File: src/rtl/mem_req_master_if.sv
// mem_req_master_if: request and response valid/ready streams between the fabric and mem_req_master.
// MEM_REQ_MASTER_BURST_EN adds req_len (beats-1).
interface mem_req_master_if #(parameter int AW = 10, parameter int DW = 16);
  logic          req_valid;
  logic          req_ready;
  logic          req_write;
  logic [AW-1:0] req_addr;
  logic [DW-1:0] req_wdata;
  logic          rsp_valid;
  logic          rsp_ready;
  logic [DW-1:0] rsp_data;
`ifdef MEM_REQ_MASTER_BURST_EN
  logic [3:0]    req_len;
  modport master (output req_valid, req_write, req_addr, req_wdata, req_len, rsp_ready,
                  input req_ready, rsp_valid, rsp_data);
  modport slave  (input req_valid, req_write, req_addr, req_wdata, req_len, rsp_ready,
                  output req_ready, rsp_valid, rsp_data);
`else
  modport master (output req_valid, req_write, req_addr, req_wdata, rsp_ready,
                  input req_ready, rsp_valid, rsp_data);
  modport slave  (input req_valid, req_write, req_addr, req_wdata, rsp_ready,
                  output req_ready, rsp_valid, rsp_data);
`endif
endinterface

File: src/rtl/mem_req_master.sv
// mem_req_master: turns a request stream into MemGen_16_10 SRAM cycles; reads return through a credit-guarded FIFO.
// Define MEM_REQ_MASTER_BURST_EN to add req_len multi-beat bursts.
module mem_req_master #(
  parameter int AW        = 10,
  parameter int DW        = 16,
  parameter int RD_LAT    = 1,
  parameter int RSP_DEPTH = 4
) (
  input  logic            clock,
  input  logic            reset_n,
  mem_req_master_if.slave bus,
  output logic            chip_en,
  output logic            wr_en,
  output logic            rd_en,
  output logic [AW-1:0]   addr,
  output logic [DW-1:0]   wr_data,
  input  logic [DW-1:0]   rd_data
);
  localparam int PW = $clog2(RSP_DEPTH);
  localparam int CW = PW + 1;
  typedef enum logic {IDLE, BURST} state_t;
  state_t          r_state, w_state_nxt;
  logic            r_live;
  logic            r_chip_en, r_wr_en, r_rd_en;
  logic [AW-1:0]   r_addr;
  logic [DW-1:0]   r_wr_data;
  logic [RD_LAT-1:0] r_pipe;
  logic [DW-1:0]   r_fifo [RSP_DEPTH];
  logic [PW-1:0]   r_wp, r_rp;
  logic [CW-1:0]   r_count, w_inflight, w_cred;
  logic            w_acc, w_push, w_pop, w_issue, w_wr;
  logic [AW-1:0]   w_addr;
  logic [DW-1:0]   w_wdata;
`ifdef MEM_REQ_MASTER_BURST_EN
  logic [3:0]      r_left, w_left_nxt;
  logic            r_b_wr;
`endif
  assign chip_en = r_chip_en;
  assign wr_en   = r_wr_en;
  assign rd_en   = r_rd_en;
  assign addr    = r_addr;
  assign wr_data = r_wr_data;
  // Every read between accept and FIFO push already owns a FIFO slot.
  assign w_inflight    = CW'($countones({r_pipe, r_rd_en}));
  assign w_cred        = CW'(RSP_DEPTH) - r_count - w_inflight;
  assign bus.req_ready = r_live && r_state == IDLE && w_cred != '0;
  assign w_acc         = bus.req_valid && bus.req_ready;
  assign w_push        = r_pipe[RD_LAT-1];
  assign bus.rsp_valid = r_count != '0;
  assign w_pop         = bus.rsp_valid && bus.rsp_ready;
  assign bus.rsp_data  = bus.rsp_valid ? r_fifo[r_rp] : '0;
  always_comb begin
    w_state_nxt = r_state;
    w_issue     = w_acc;
    w_wr        = bus.req_write;
    w_addr      = bus.req_addr;
    w_wdata     = bus.req_wdata;
`ifdef MEM_REQ_MASTER_BURST_EN
    w_left_nxt  = r_left;
    if (r_state == IDLE) begin
      w_state_nxt = (w_acc && bus.req_len != '0) ? BURST : IDLE;
      w_left_nxt  = w_acc ? bus.req_len : r_left;
    end else begin
      w_issue     = r_b_wr || w_cred != '0;
      w_wr        = r_b_wr;
      w_addr      = r_addr + 1'b1;
      w_wdata     = r_wr_data;
      w_left_nxt  = w_issue ? r_left - 1'b1 : r_left;
      w_state_nxt = (w_issue && r_left == 4'd1) ? IDLE : BURST;
    end
`endif
  end
  always_ff @(posedge clock or negedge reset_n)
    if (!reset_n) begin
      r_state   <= IDLE;
      r_live    <= 1'b0;
      r_chip_en <= 1'b0;
      r_wr_en   <= 1'b0;
      r_rd_en   <= 1'b0;
      r_addr    <= '0;
      r_wr_data <= '0;
      r_pipe    <= '0;
      r_wp      <= '0;
      r_rp      <= '0;
      r_count   <= '0;
    end else begin
      r_state   <= w_state_nxt;
      r_live    <= 1'b1;
      r_chip_en <= w_issue;
      r_wr_en   <= w_issue && w_wr;
      r_rd_en   <= w_issue && !w_wr;
      r_addr    <= w_issue ? w_addr : r_addr;
      r_wr_data <= w_issue ? w_wdata : r_wr_data;
      r_pipe    <= RD_LAT'({r_pipe, r_rd_en});
      r_wp      <= w_push ? r_wp + 1'b1 : r_wp;
      r_rp      <= w_pop ? r_rp + 1'b1 : r_rp;
      r_count   <= r_count + CW'(w_push) - CW'(w_pop);
    end
  always_ff @(posedge clock)
    if (w_push) r_fifo[r_wp] <= rd_data;
`ifdef MEM_REQ_MASTER_BURST_EN
  always_ff @(posedge clock or negedge reset_n)
    if (!reset_n) begin
      r_left <= '0;
      r_b_wr <= 1'b0;
    end else begin
      r_left <= w_left_nxt;
      r_b_wr <= w_acc ? bus.req_write : r_b_wr;
    end
`endif
  a_no_overflow: assert property (@(posedge clock) disable iff (!reset_n)
    !(w_push && !w_pop && r_count == CW'(RSP_DEPTH)));
  a_no_underflow: assert property (@(posedge clock) disable iff (!reset_n)
    !(w_pop && r_count == '0));
endmodule

File: src/flat_wrapper.sv
// flat-port wrapper written by rule: the top's interface ports become plain ports
module mem_req_master_flat 
#(
  parameter int AW        = 10,
  parameter int DW        = 16,
  parameter int RD_LAT    = 1,
  parameter int RSP_DEPTH = 4
)
  (clock, reset_n, chip_en, wr_en, rd_en, addr, wr_data, rd_data, bus_req_valid, bus_req_write, bus_req_addr, bus_req_wdata, bus_rsp_ready, bus_req_ready, bus_rsp_valid, bus_rsp_data);
  mem_req_master_if #(.AW(AW), .DW(DW)) bus_i ();
  input  logic clock;
  input  logic reset_n;
  output logic chip_en;
  output logic wr_en;
  output logic rd_en;
  output logic [AW-1:0] addr;
  output logic [DW-1:0] wr_data;
  input  logic [DW-1:0] rd_data;
  input wire logic [$bits(bus_i.req_valid)-1:0] bus_req_valid;
  input wire logic [$bits(bus_i.req_write)-1:0] bus_req_write;
  input wire logic [$bits(bus_i.req_addr)-1:0] bus_req_addr;
  input wire logic [$bits(bus_i.req_wdata)-1:0] bus_req_wdata;
  input wire logic [$bits(bus_i.rsp_ready)-1:0] bus_rsp_ready;
  output wire logic [$bits(bus_i.req_ready)-1:0] bus_req_ready;
  output wire logic [$bits(bus_i.rsp_valid)-1:0] bus_rsp_valid;
  output wire logic [$bits(bus_i.rsp_data)-1:0] bus_rsp_data;
  assign bus_i.req_valid = bus_req_valid;
  assign bus_i.req_write = bus_req_write;
  assign bus_i.req_addr = bus_req_addr;
  assign bus_i.req_wdata = bus_req_wdata;
  assign bus_i.rsp_ready = bus_rsp_ready;
  assign bus_req_ready = bus_i.req_ready;
  assign bus_rsp_valid = bus_i.rsp_valid;
  assign bus_rsp_data = bus_i.rsp_data;
  mem_req_master #(.AW(AW), .DW(DW), .RD_LAT(RD_LAT), .RSP_DEPTH(RSP_DEPTH)) u_core (.clock(clock), .reset_n(reset_n), .bus(bus_i), .chip_en(chip_en), .wr_en(wr_en), .rd_en(rd_en), .addr(addr), .wr_data(wr_data), .rd_data(rd_data));
endmodule
File: config.mk
export PLATFORM = sky130hd
export DESIGN_NAME = mem_req_master_flat
export DESIGN_NICKNAME = d
export VERILOG_FILES = /design/src/rtl/mem_req_master_if.sv /design/src/rtl/mem_req_master.sv /design/src/flat_wrapper.sv
export SDC_FILE = /design/constraint.sdc
export NUM_CORES = 1
export LEC_CHECK = 0
export BUFFER_PORTS_ARGS = -buffer_cell sky130_fd_sc_hd__buf_4
export CAP_MARGIN = 20
export CORE_ASPECT_RATIO = 0.9
export CORE_UTILIZATION = 55
export CTS_BUF_LIST = sky130_fd_sc_hd__clkbuf_4 sky130_fd_sc_hd__clkbuf_8
export DETAILED_ROUTE_END_ITERATION = 10
export GPL_TIMING_DRIVEN = 0
export PLACE_DENSITY = 0.78
export SLEW_MARGIN = 20
export SYNTH_ARGS = -nofsm -noshare
export SYNTH_HDL_FRONTEND = slang
export SYNTH_SLANG_ARGS = --single-unit
File: constraint.sdc
create_clock -name clock -period 3.1 [get_ports clock]
set_input_delay 0.62 -clock clock [delete_from_list [all_inputs] [get_ports clock]]
set_output_delay 0.62 -clock clock [all_outputs]
set_load 0.1 [all_outputs]
==> metrics, run 1 <==
num rows=30; area grow syn2layout=24.9%; maxcap violations=0; Initial Util=57.7%; root buffer cell=clkbuf_8; I/O Buffers=93; final instance area=5540 sq um; Crit path required time=2.48 ns; final setup vio count=0; Finished Layout Cells=512; WP data arrival=2.40 ns; I/O pin count=94; Syn Nets=359; number of vias per cell=5.58; ant diodes=0; CP endpoint=bus_req_ready; Routability Congestion=0.761; layout cells sized above 1=41.8%; initial antenna violation count=0; Register-to-Register Setup Slack=0.57 ns; worst-skew pair later-pin latency=0.38 ns; pin count of the biggest net entering global routing=39; Worst R2R End=u_core.r_count[2]; Routed WL=9200 um; Crit path largest cell delay=0.42 ns; CTS tree=yes; crit path max fanout=10; WS Path Type=reg2out; most frequent CP cell=ha_1; run status=finished clean; Yosys warning count=0; First-pass DRT Iterations=4; endpoint class of the critical path=output pin; nets=469; Final ANT Viol Nets=0; post-synthesis sequential area ratio=64.7%; area of the multi-input gates=1450 sq um; CP max stage cell=dfrtp_2; post-synth design cell area=4440 sq um; Setup crit start kind=flop; GRT Util Overall=23.3%; Inserted Clock Buffers=9; die area=8440 sq um; max-slew violation count=0; asr flop ratio synth=37.3%; vias in the first global route=3021; part of the cycle the worst path needs=97.3%; hpwl dp=6190 um; sequential cell area=2880 sq um; H-tree levels=3; Slew @ Worst Pin=0.869 ns; die width=96.7 um; number of clock sinks=102; grt total ovfl=0; HP Class=in2async; Critical Path, Cell by Cell=ha_1 > ha_1 > inv_1 > ha_2 > xnor3_2 > and2_4 > buf_6 > nor2b_4 > buf_12; drt initial violations=140; WL/cell=18.0 um; CTS max path bufs=2; synthesized flop and latch total=102; post-synth cell types=25; Layout Skew=0.0138 ns; first-pass GRT wire length=14700 um; syn avg cell area=14.8 sq um; r2r startpoint=u_core.r_count[0]; Die Ht=87.2 um; final hold vios=0; EDFF count, synth=64; Final Util=72.0%; f_max=331 MHz; unrepaired setup endpoints after global routing=false; Worst-path clk slew=0.11 ns; Rel. slew slack=42.0%; core area=7690 sq um; Mapped Cells=301; Worst Setup SP=u_core.rd_en; Reg2Reg Depth=9; post-placement cell count=490; DP Area=5270 sq um; Synth Flop Type=edfxtp_1; final period demand of the worst path=3.02 ns; fill cell count=512; via count=2855; drt drc=0
-- stage by stage --
stage	setup WS, ns	hold WS (ns)	setup TNS, ns
finish	0.0823	0.196	0
CTS	0.0342	0.208	0
global route	0.000756	0.229	0
floorplan	0.00313	0.324	0
global placement	-0.0114	0.393	-0.0114
detailed placement	-0.0405	0.389	-0.0405
-- registers in the layout, summed over array words and instances (netlist names) --
name,flops
u_core.r_wp,2
u_core.r_count,3
u_core.addr,10
u_core.wr_en,1
u_core.rd_en,1
u_core.r_pipe,1
u_core.wr_data,16
u_core.r_fifo,64
u_core.chip_en,1
u_core.r_live,1
u_core.r_rp,2
-- synth_stat cells (2+ instances only) --
master    instances  area [sq um]
and2_1           22           138
clkbuf_1         13          48.8
nand2_1          54           203
buf_2             2          10.0
xor2_1            2          17.5
inv_1             9          33.8
buf_6             3          33.8
dfrtp_1          38           951
o211ai_2         26           325
mux4_2           16           360
nor2_1            2          7.51
edfxtp_1         64          1920
ha_1             10           125
xnor2_1           3          26.3
nand3_1          27           135
-- metal layers --
metal	GRT usage [%]	vias up	routed length, um	part of all wire [%]
met1	29.5	1433	3740	41
met2	39.3	103	4790	52
met5	0	-	0	0
li1	-	1303	-	-
met3	5.54	16	498	5.4
met4	9.50	0	170	1.8
-- critical path, delay by kind of cell, from the launching register on --
kind / cells / cell delay [ns]
XOR/XNOR: 1 / 0.28
adder cells (fa/ha/maj): 3 / 0.65
buffers and inverters: 3 / 0.39
AND/OR/NAND/NOR: 2 / 0.30
flip-flops: 1 / 0.42
-- cell families (layout without fill, tap and decap cells) --
group           count (synthesis)  count (layout)  share of synthesized area (%)
simple gates                  110             110                           11.9
flops                         102             102                           64.7
buf+inv                        28             143                           3.01
compound gates                 27              27                           7.44
mux                            16              16                           8.12
fa+ha+maj                      11              11                           3.27
xor+xnor                        6               6                           1.52
other cells                     1               1                         0.0844
-- layout by cell type (no fill, tap or decap), types with 2 or more instances in the layout --
cell	netlist	layout
ha_1	10	8
clkinv_4	0	2
xor2_1	2	2
buf_2	2	2
clkbuf_1	13	12
nand2_1	54	54
xnor2_1	3	3
dfrtp_2	0	2
clkbuf_8	0	9
buf_6	3	3
ha_2	0	2
buf_4	1	99
edfxtp_1	64	64
nand3_1	27	27
o211ai_2	26	26
inv_1	9	9
dfrtp_1	38	36
and2_1	22	22
mux4_2	16	16
-- worst min-delay path by stage --
| stage | depth (start not counted) | slack, ns | to | startpoint |
|---|---|---|---|---|
| after CTS | 1 | 0.21 | u_core.wr_data[15] | reset_n |
| after global placement | 0 | 0.39 | u_core.r_pipe | u_core.rd_en |
| final | 1 | 0.20 | u_core.wr_data[15] | reset_n |
| after floorplan | 0 | 0.32 | u_core.addr[0] | reset_n |
| after detailed placement | 0 | 0.39 | u_core.r_pipe | u_core.rd_en |
| after global routing | 1 | 0.23 | u_core.wr_data[8] | reset_n |
-- what timing repair did --
action                     CTS  global route
gates resized for setup      6             2
gates cloned                 0             0
pin swaps                    1             1
setup endpoints to repair    1             1
hold buffers                 0             0
buffers inserted             3             3
-- area by class of cell --
class / instances / area share [%]
flip-flops and latches: 102 / 51.9
multi-input cells: 171 / 26.2
repair buffers: 99 / 13.6
clock buffers: 9 / 2.23
well taps: 96 / 2.17
plain buffers: 19 / 1.83
clock inverters: 7 / 1.44
inverters: 9 / 0.609
Power of run 1 is not shown: default switching activity piles up to over one toggle a cycle in this logic, so the estimate is an artifact.
==> run 2, diff against run 1 <==
clock period = 3.2 ns   (was 3.1 ns; I/O delays follow)
==> run 2 against run 1 <==
Net effect:
- global-route usage down 0.85 points
- cell count down 0.59%
- design area down 0.56%
- sequential share of layout area up 0.29 points
- clock-buffer cell count up 2
- core utilization down 0.41 points
==> metrics, run 2 (synthesis results as in run 1) <==
endpoint class of the critical path=output pin; Initial Util=57.7%; crit path max fanout=10; Slew @ Worst Pin=0.859 ns; layout cells sized above 1=40.4%; nets=466; Worst-path clk slew=0.09 ns; final hold vios=0; final setup vio count=0; num rows=30; Rel. slew slack=42.7%; Hold-fix buffers, CTS=0; First-pass DRT Iterations=4; WL met1=3720 um; hpwl dp=6320 um; Inserted Clock Buffers=9; WP data arrival=2.45 ns; initial antenna violation count=0; Routability Congestion=0.747; Met2 Wirelength=4750 um; worst-skew pair later-pin latency=0.36 ns; commonest non-fill, non-tap cell in the layout=buf_4; GRT Util Overall=22.4%; part of the cycle the worst path needs=96.4%; final hold slack=0.221 ns; vias in the first global route=2860; via count=2807; die area=8440 sq um; Final ANT Viol Nets=0; Top reg by flops=u_core.r_fifo; number of vias per cell=5.51; pin count of the biggest net entering global routing=39; I/O Buffers=93; maxcap violations=0; die width=96.7 um; max reg flops=64; Setup TNS Final=0 ns; grt total ovfl=0; Routed WL=9060 um; f_max=324 MHz; number of clock sinks=102; Crit path required time=2.56 ns; area grow syn2layout=24.1%; final period demand of the worst path=3.09 ns; H-tree levels=3; unrepaired setup endpoints after global routing=false; root buffer cell=clkbuf_8; DR WL met3=398 um; max-slew violation count=0; run status=finished clean; CTS max path bufs=2; most frequent cells in the layout=buf_4 (96), edfxtp_1 (64), nand2_1 (54); CTS tree=yes; highest metal used=met4; I/O pin count=94; drt drc=0; first-pass GRT wire length=14000 um; core area=7690 sq um; Setup crit start kind=flop; ant diodes=0; WL/cell=17.8 um; Layout Skew=0.00862 ns; HP Class=in2async; WS Path Type=reg2out; Die Ht=87.2 um; drt initial violations=161
## run 2: critical path, stage by stage (launching register included)
cell	delay (ns)
dfrtp_2	0.47
ha_1	0.21
ha_1	0.27
inv_1	0.04
ha_1	0.32
nor2_4	0.19
and2_4	0.20
buf_6	0.17
nor2b_4	0.06
buf_12	0.16
## run 2: worst paths after layout
path / from / end / slack (ns) / cells after the start
min in group clock: u_core.rd_en / u_core.r_pipe / 0.41 / 0
min: reset_n / u_core.wr_data[15] / 0.22 / 1
max in group asynchronous: reset_n / u_core.r_pipe / 2.60 / 1
max reg2reg: u_core.r_count[0] / u_core.r_count[2] / 0.62 / 9
max: u_core.r_pipe / bus_req_ready / 0.11 / 9
min reg2reg: u_core.rd_en / u_core.r_pipe / 0.41 / 0
## run 2: repair_timing
action                                 in CTS  in global routing
setup endpoints to repair                   1                  1
pin swaps                                   0                  1
endpoints found under the hold margin       0                  0
buffers inserted                            1                  2
resized for setup                           5                  1
## run 2: through the flow
stage / worst slack, ns / utilization (%) / area (sq um) / std cells
6_report: 0.114 / 71.6 / 5510 / 509
5_1_grt: 0.00587 / 71.6 / 5510 / 509
4_1_cts: 0.0361 / 71.4 / 5490 / 507
3_5_place_dp: 0.0871 / 68.5 / 5270 / 490
3_3_place_gp: 0.0956 / 68.5 / 5270 / 490
2_1_floorplan: 0.0477 / - / 4450 / 301
## run 2: routing by layer
metal  vias up  GRT usage, %
met4         0          8.41
li1       1301             -
met3        15          5.62
met2        69          38.9
met5         -             0
met1      1422          27.6
## run 2: area by class of cell
cell class,instances,area (sq um)
fill,502,2180
inverter,9,33.8
clock buffer,11,145
clock inverter,5,56.3
sequential,102,2880
tap,96,120
timing repair buffer,96,733
buffer,19,100
multi-input combinational,171,1450
Power of run 2 is left out for the same reason.
